$ cat src/rtl/asteroids_pkg.sv
// Shared heading/direction types and the 32-entry heading -> direction code table
// used by the ship heading controller and the asteroid spawner.
package asteroids_pkg;

  localparam int HEADING_W    = 5;
  localparam int DIR_W        = 6;
  localparam int NUM_HEADINGS = 32;

  typedef enum logic [1:0] {
    ST_IDLE  = 2'd0,
    ST_FIRST = 2'd1,
    ST_HOLD  = 2'd2
  } fsm_state_e;

  typedef enum logic [1:0] {
    CMD_NONE = 2'd0,
    CMD_L    = 2'd1,
    CMD_R    = 2'd2
  } cmd_e;

  // Both keys or neither held means no rotation.
  function automatic cmd_e decode_cmd(input logic left, input logic right);
    cmd_e c;
    case ({left, right})
      2'b10:   c = CMD_L;
      2'b01:   c = CMD_R;
      default: c = CMD_NONE;
    endcase
    return c;
  endfunction

  // First quadrant holds (|x|,|y|) pairs; each later quadrant is the previous
  // one rotated a quarter turn clockwise, so magnitudes swap on odd quadrants.
  function automatic logic [DIR_W-1:0] heading_to_dir(input logic [HEADING_W-1:0] idx);
    logic [1:0] a;
    logic [1:0] b;
    logic [1:0] mag_x;
    logic [1:0] mag_y;
    logic       x_neg;
    logic       y_up;
    case (idx[2:0])
      3'd0:    begin a = 2'd0; b = 2'd3; end
      3'd1:    begin a = 2'd1; b = 2'd3; end
      3'd2:    begin a = 2'd1; b = 2'd2; end
      3'd3:    begin a = 2'd2; b = 2'd3; end
      3'd4:    begin a = 2'd3; b = 2'd3; end
      3'd5:    begin a = 2'd3; b = 2'd2; end
      3'd6:    begin a = 2'd2; b = 2'd1; end
      3'd7:    begin a = 2'd3; b = 2'd1; end
      default: begin a = 2'd0; b = 2'd3; end
    endcase
    case (idx[4:3])
      2'd0: begin
        mag_x = a; mag_y = b; x_neg = 1'b0;         y_up = (b != 2'd0);
      end
      2'd1: begin
        mag_x = b; mag_y = a; x_neg = 1'b0;         y_up = 1'b0;
      end
      2'd2: begin
        mag_x = a; mag_y = b; x_neg = (a != 2'd0);  y_up = 1'b0;
      end
      2'd3: begin
        mag_x = b; mag_y = a; x_neg = (b != 2'd0);  y_up = (a != 2'd0);
      end
      default: begin
        mag_x = a; mag_y = b; x_neg = 1'b0;         y_up = (b != 2'd0);
      end
    endcase
    return {x_neg, mag_x, y_up, mag_y};
  endfunction

endpackage

$ cat src/rtl/heading_to_dir_lut.sv
// Combinational heading index -> direction code ROM.
module heading_to_dir_lut
  import asteroids_pkg::*;
(
  input  logic [4:0] idx,
  output logic [5:0] dir
);

  assign dir = heading_to_dir(idx);

endmodule

$ cat src/rtl/ship_heading_ctrl.sv
// Rotate-key driven ship heading: key synchronisers, press/auto-repeat FSM,
// draw-safe step application and registered direction code.
module ship_heading_ctrl
  import asteroids_pkg::*;
#(
  parameter int REPEAT_FRAMES = 4,
  parameter int RESET_HEADING = 0
) (
  input  logic       clk,
  input  logic       reset_n,
  input  logic       rot_left,
  input  logic       rot_right,
  input  logic       frame_tick,
  input  logic       draw_busy,
  output logic [4:0] heading,
  output logic [5:0] direction,
  output logic       dir_changed
);

  localparam int CNT_W = (REPEAT_FRAMES > 1) ? $clog2(REPEAT_FRAMES) : 1;
  localparam logic [CNT_W-1:0] CNT_LAST = CNT_W'(REPEAT_FRAMES - 1);
  localparam logic [HEADING_W-1:0] HEADING_INIT = HEADING_W'(RESET_HEADING);

  logic                 left_meta_q, left_sync_q;
  logic                 right_meta_q, right_sync_q;
  cmd_e                 cmd;
  cmd_e                 cmd_prev_q;
  logic                 cmd_changed;
  fsm_state_e           state_q, state_d;
  logic [CNT_W-1:0]     count_q, count_d;
  logic                 step_req;
  logic                 step_right;
  logic                 pend_q, pend_d;
  logic                 pend_right_q, pend_right_d;
  logic                 apply;
  logic                 apply_right;
  logic [HEADING_W-1:0] heading_q, heading_d;
  logic [DIR_W-1:0]     direction_q, direction_d;
  logic                 dir_changed_q, dir_changed_d;

  assign cmd         = decode_cmd(left_sync_q, right_sync_q);
  assign cmd_changed = (cmd != cmd_prev_q);
  assign step_right  = (cmd == CMD_R);

  // Press / auto-repeat FSM; a command change always restarts in FIRST and ignores that cycle's tick.
  always_comb begin
    state_d  = state_q;
    count_d  = count_q;
    step_req = 1'b0;
    case (state_q)
      ST_IDLE: begin
        count_d = {CNT_W{1'b0}};
        if (cmd != CMD_NONE) begin
          state_d = ST_FIRST;
        end else begin
          state_d = ST_IDLE;
        end
      end
      ST_FIRST: begin
        count_d = {CNT_W{1'b0}};
        if (cmd == CMD_NONE) begin
          state_d = ST_IDLE;
        end else if (cmd_changed) begin
          state_d = ST_FIRST;
        end else if (frame_tick) begin
          step_req = 1'b1;
          state_d  = ST_HOLD;
        end else begin
          state_d = ST_FIRST;
        end
      end
      ST_HOLD: begin
        if (cmd == CMD_NONE) begin
          state_d = ST_IDLE;
          count_d = {CNT_W{1'b0}};
        end else if (cmd_changed) begin
          state_d = ST_FIRST;
          count_d = {CNT_W{1'b0}};
        end else if (frame_tick) begin
          if (count_q == CNT_LAST) begin
            step_req = 1'b1;
            count_d  = {CNT_W{1'b0}};
          end else begin
            count_d = count_q + CNT_W'(1);
          end
        end else begin
          count_d = count_q;
        end
      end
      default: begin
        state_d = ST_IDLE;
        count_d = {CNT_W{1'b0}};
      end
    endcase
  end

  // A pending step owns the slot until drawing stops; requests arriving meanwhile are dropped.
  always_comb begin
    pend_d       = pend_q;
    pend_right_d = pend_right_q;
    apply        = 1'b0;
    apply_right  = 1'b0;
    if (pend_q) begin
      if (!draw_busy) begin
        apply       = 1'b1;
        apply_right = pend_right_q;
        pend_d      = 1'b0;
      end else begin
        pend_d = 1'b1;
      end
    end else if (step_req) begin
      if (!draw_busy) begin
        apply       = 1'b1;
        apply_right = step_right;
      end else begin
        pend_d       = 1'b1;
        pend_right_d = step_right;
      end
    end else begin
      pend_d = 1'b0;
    end

    if (apply) begin
      heading_d = apply_right ? (heading_q + 5'd1) : (heading_q - 5'd1);
    end else begin
      heading_d = heading_q;
    end
    dir_changed_d = apply;
  end

  heading_to_dir_lut u_lut (
    .idx (heading_d),
    .dir (direction_d)
  );

  // All state registers, synchronous active-low reset.
  always_ff @(posedge clk) begin
    if (!reset_n) begin
      left_meta_q   <= 1'b0;
      left_sync_q   <= 1'b0;
      right_meta_q  <= 1'b0;
      right_sync_q  <= 1'b0;
      cmd_prev_q    <= CMD_NONE;
      state_q       <= ST_IDLE;
      count_q       <= {CNT_W{1'b0}};
      pend_q        <= 1'b0;
      pend_right_q  <= 1'b0;
      heading_q     <= HEADING_INIT;
      direction_q   <= heading_to_dir(HEADING_INIT);
      dir_changed_q <= 1'b0;
    end else begin
      left_meta_q   <= rot_left;
      left_sync_q   <= left_meta_q;
      right_meta_q  <= rot_right;
      right_sync_q  <= right_meta_q;
      cmd_prev_q    <= cmd;
      state_q       <= state_d;
      count_q       <= count_d;
      pend_q        <= pend_d;
      pend_right_q  <= pend_right_d;
      heading_q     <= heading_d;
      direction_q   <= direction_d;
      dir_changed_q <= dir_changed_d;
    end
  end

  assign heading     = heading_q;
  assign direction   = direction_q;
  assign dir_changed = dir_changed_q;

endmodule

$ cat config.mk
export PLATFORM = sky130hd
export DESIGN_NAME = ship_heading_ctrl
export DESIGN_NICKNAME = d
export VERILOG_FILES = /design/src/rtl/asteroids_pkg.sv /design/src/rtl/heading_to_dir_lut.sv /design/src/rtl/ship_heading_ctrl.sv
export SDC_FILE = /design/constraint.sdc
export NUM_CORES = 1
export LEC_CHECK = 0
export CORE_UTILIZATION = 57
export DETAILED_ROUTE_END_ITERATION = 12
export PLACE_DENSITY_LB_ADDON = 0.3
export SETUP_SLACK_MARGIN = 0.4
export SKIP_CTS_REPAIR_TIMING = 1
export SLEW_MARGIN = 20
export SYNTH_ARGS = -nofsm -noshare
export SYNTH_HDL_FRONTEND = slang
export SYNTH_SLANG_ARGS = --single-unit
$ cat constraint.sdc
create_clock -name clk -period 9.7 [get_ports clk]
set_input_delay 0.97 -clock clk [delete_from_list [all_inputs] [get_ports clk]]
set_output_delay 0.97 -clock clk [all_outputs]
set_load 0.02 [all_outputs]
==> flow_summary.json <==
{
  "p_int_uw": 147,
  "port_buffers": 17,
  "holdWs_ns": 0.459,
  "antenna_found_initial": 0,
  "peakVddDrop_mv": 0.116,
  "syn_area_um2": 1290,
  "layout.cells.non_filler": 178,
  "synthCells": 132,
  "synth_cell_types": 46,
  "tns_ns": 0,
  "wl_um": 2630,
  "netlist.area_leader.share_pct": 37.2,
  "postRouteAntennaNets": 0,
  "n_antenna_cell": 0,
  "clock_path_buffers": 2,
  "synth_nets": 149,
  "ioPinCount": 18,
  "crit_arrival_ns": 4.51,
  "skew_ns": 0.0137,
  "htreeDepth": 1,
  "period_share_pct": 44.4,
  "max_freq_ghz": 0.232,
  "cp-end-kind": "register",
  "synth_ff_type": "dfxtp_1",
  "cts_tree": "done",
  "gp_congestion": 0.874,
  "finalCriticalPeriod_ns": 4.30,
  "crit_type": "in2reg",
  "synth_area_per_cell_um2": 9.79,
  "design_area_um2": 1540,
  "grt_pass1_wl_um": 4550,
  "synth_top_area_cell": "dfxtp_1",
  "tightest_slew_ns": 0.712,
  "ys_ff_latch": 24,
  "ys_seq_area_share_pct": 37.2,
  "p_clk_share_pct": 39.0,
  "hp-class": "reg2reg",
  "rr_startpoint": "left_sync_q$_SDFF_PN0_",
  "track_usage_pct": 24.6,
  "die_h_um": 49.6,
  "nNetsFinal": 169,
  "cts_inserted_buffers": 3,
  "hold_start": "left_meta_q$_SDFF_PN0_",
  "place_inst": 174,
  "mostFrequentLayoutCells": "24 x dfxtp_1, 17 x clkdlybuf4s50_1, 15 x nor2_1",
  "pwr-share-comb_pct": 6.5,
  "max_cap_viol_count": 0,
  "hold_viol_final": 0,
  "wire_per_inst_um": 14.8,
  "initial_core_util_pct": 63.3,
  "p_leak_uw": 0.000629,
  "grt_max_degree": 16,
  "postSynth.asyncResetShare_pct": 0,
  "grt_pass1_vias": 1036,
  "synthTopCellsByArea": "dfxtp_1 37%, ha_1 11%, nor2_1 4.4%",
  "drtIter0Drc": 25,
  "die_w_um": 49.6,
  "core-area_um2": 2040,
  "critPathLaunch": "frame_tick",
  "clk_pin_slew_worst_paths_ns": 0.14,
  "overflow": 0,
  "power_frac_seq_pct": 54.5,
  "cts_root_buf": "clkbuf_4",
  "clock_latency_ns": 0.32,
  "hpwl_um": 1900,
  "start_kind": "input pin",
  "route.detailed.drc": 0,
  "areaGrowthSynthToFinish_pct": 19.2,
  "p_sw_share_pct": 20.3,
  "cp.required_ns": 9.91,
  "rsz0062_at_grt": "false",
  "setup_viol": 0,
  "final_common_cell": "dfxtp_1",
  "placed_cell_area_um2": 1490,
  "synth_edf_count": 0,
  "num_vias": 1027,
  "cts_num_sinks": 24,
  "status": "complete, no violations",
  "crit_path_max_fanout": 11,
  "yosysWarningCount": 0,
  "relSlewSlack_pct": 52.4,
  "first_pass_iters": 4,
  "power_density_nw_per_um2": 120,
  "switchingPower_uw": 37.5,
  "drive_above_1_share_pct": 11.9,
  "vias_per_cell": 5.77,
  "dieArea_um2": 2460,
  "rows": 16,
  "drv_slew": 0
}
-- power by group through the flow --
stage	combinational, µW	sequential [µW]	clock, µW
3_3_place_gp	11.4	103	0
2_1_floorplan	7.23	103	0
6_report	11.9	101	72.0
4_1_cts	11.9	101	72.3
3_5_place_dp	11.8	103	0
5_1_grt	13.0	101	77.8
-- final cells by class --
type / count / area (µm²)
Multi-Input combinational cell: 98 / 773
Sequential cell: 24 / 480
Inverter: 8 / 30.0
Clock buffer: 3 / 22.5
Fill cell: 141 / 502
Timing Repair Buffer: 17 / 170
Tap cell: 27 / 33.8
Clock inverter: 1 / 30.0
-- path summary, 6_finish.rpt --
check | to | slack [ns] | depth (start not counted)
worst max register to register | direction[2]$_SDFF_PN1_ | 5.74 | 15
worst min register to register | left_sync_q$_SDFF_PN0_ | 0.46 | 1
worst min-delay path | left_sync_q$_SDFF_PN0_ | 0.46 | 1
worst max-delay path | direction[2]$_SDFF_PN1_ | 5.40 | 14
-- cell families after synthesis --
| family | count (synthesis) | synth area share, % |
|---|---|---|
| mux | 4 | 3.48 |
| simple gates | 54 | 25.3 |
| flops | 24 | 37.2 |
| xor+xnor | 8 | 7.46 |
| fa+ha+maj | 11 | 10.6 |
| buf+inv | 10 | 3.00 |
| compound gates | 21 | 13.0 |
-- Yosys cell counts, types with 2 or more instances --
| cell type | count |
|---|---|
| mux2i_1 | 2 |
| xor2_1 | 3 |
| o21ai_0 | 2 |
| a21oi_1 | 4 |
| nand3b_1 | 2 |
| xnor2_1 | 3 |
| or2_2 | 2 |
| inv_1 | 7 |
| nor4b_1 | 2 |
| ha_1 | 11 |
| nand3_1 | 7 |
| nor2_1 | 15 |
| nand4bb_1 | 2 |
| a31oi_1 | 3 |
| and2_1 | 7 |
| dfxtp_1 | 24 |
| nand2_1 | 6 |
| nor4_4 | 2 |
-- layer usage --
metal,global-route usage (%),share of wire (%)
met5,0,0
met4,16.2,3.4
met3,3.70,3.8
met2,39.6,47
met1,30.0,46
-- worst max-delay path: stages --
cell and delay (ns):
clkdlybuf4s50_1 0.58, nand4bb_1 0.20, nor4_4 0.30, a22oi_2 0.13, nor2_1 0.19, xnor2_1 0.10, ha_1 0.24, a211o_1 0.24
a21o_2 0.18, a31oi_1 0.16, xor2_1 0.60, or2_2 0.26, nor2_1 0.06, o311ai_1 0.29
-- flip-flops by register name (all words and copies together), names as in the netlist, 2 cells and up --
signal      flops
cmd_prev_q      2
heading         5
direction       6
state_q         2
count_q         2
-- through the flow --
step / power [µW] / worst slack, ns / util [%]
detailed placement: 115 / 5.26 / 72.9
finish: 184 / 5.40 / 75.4
global placement: 114 / 5.41 / 72.9
floorplan: 110 / 6.37 / -
CTS: 185 / 5.44 / 75.4
global route: 192 / 5.14 / 75.4
(Power assumes the default switching activity.)
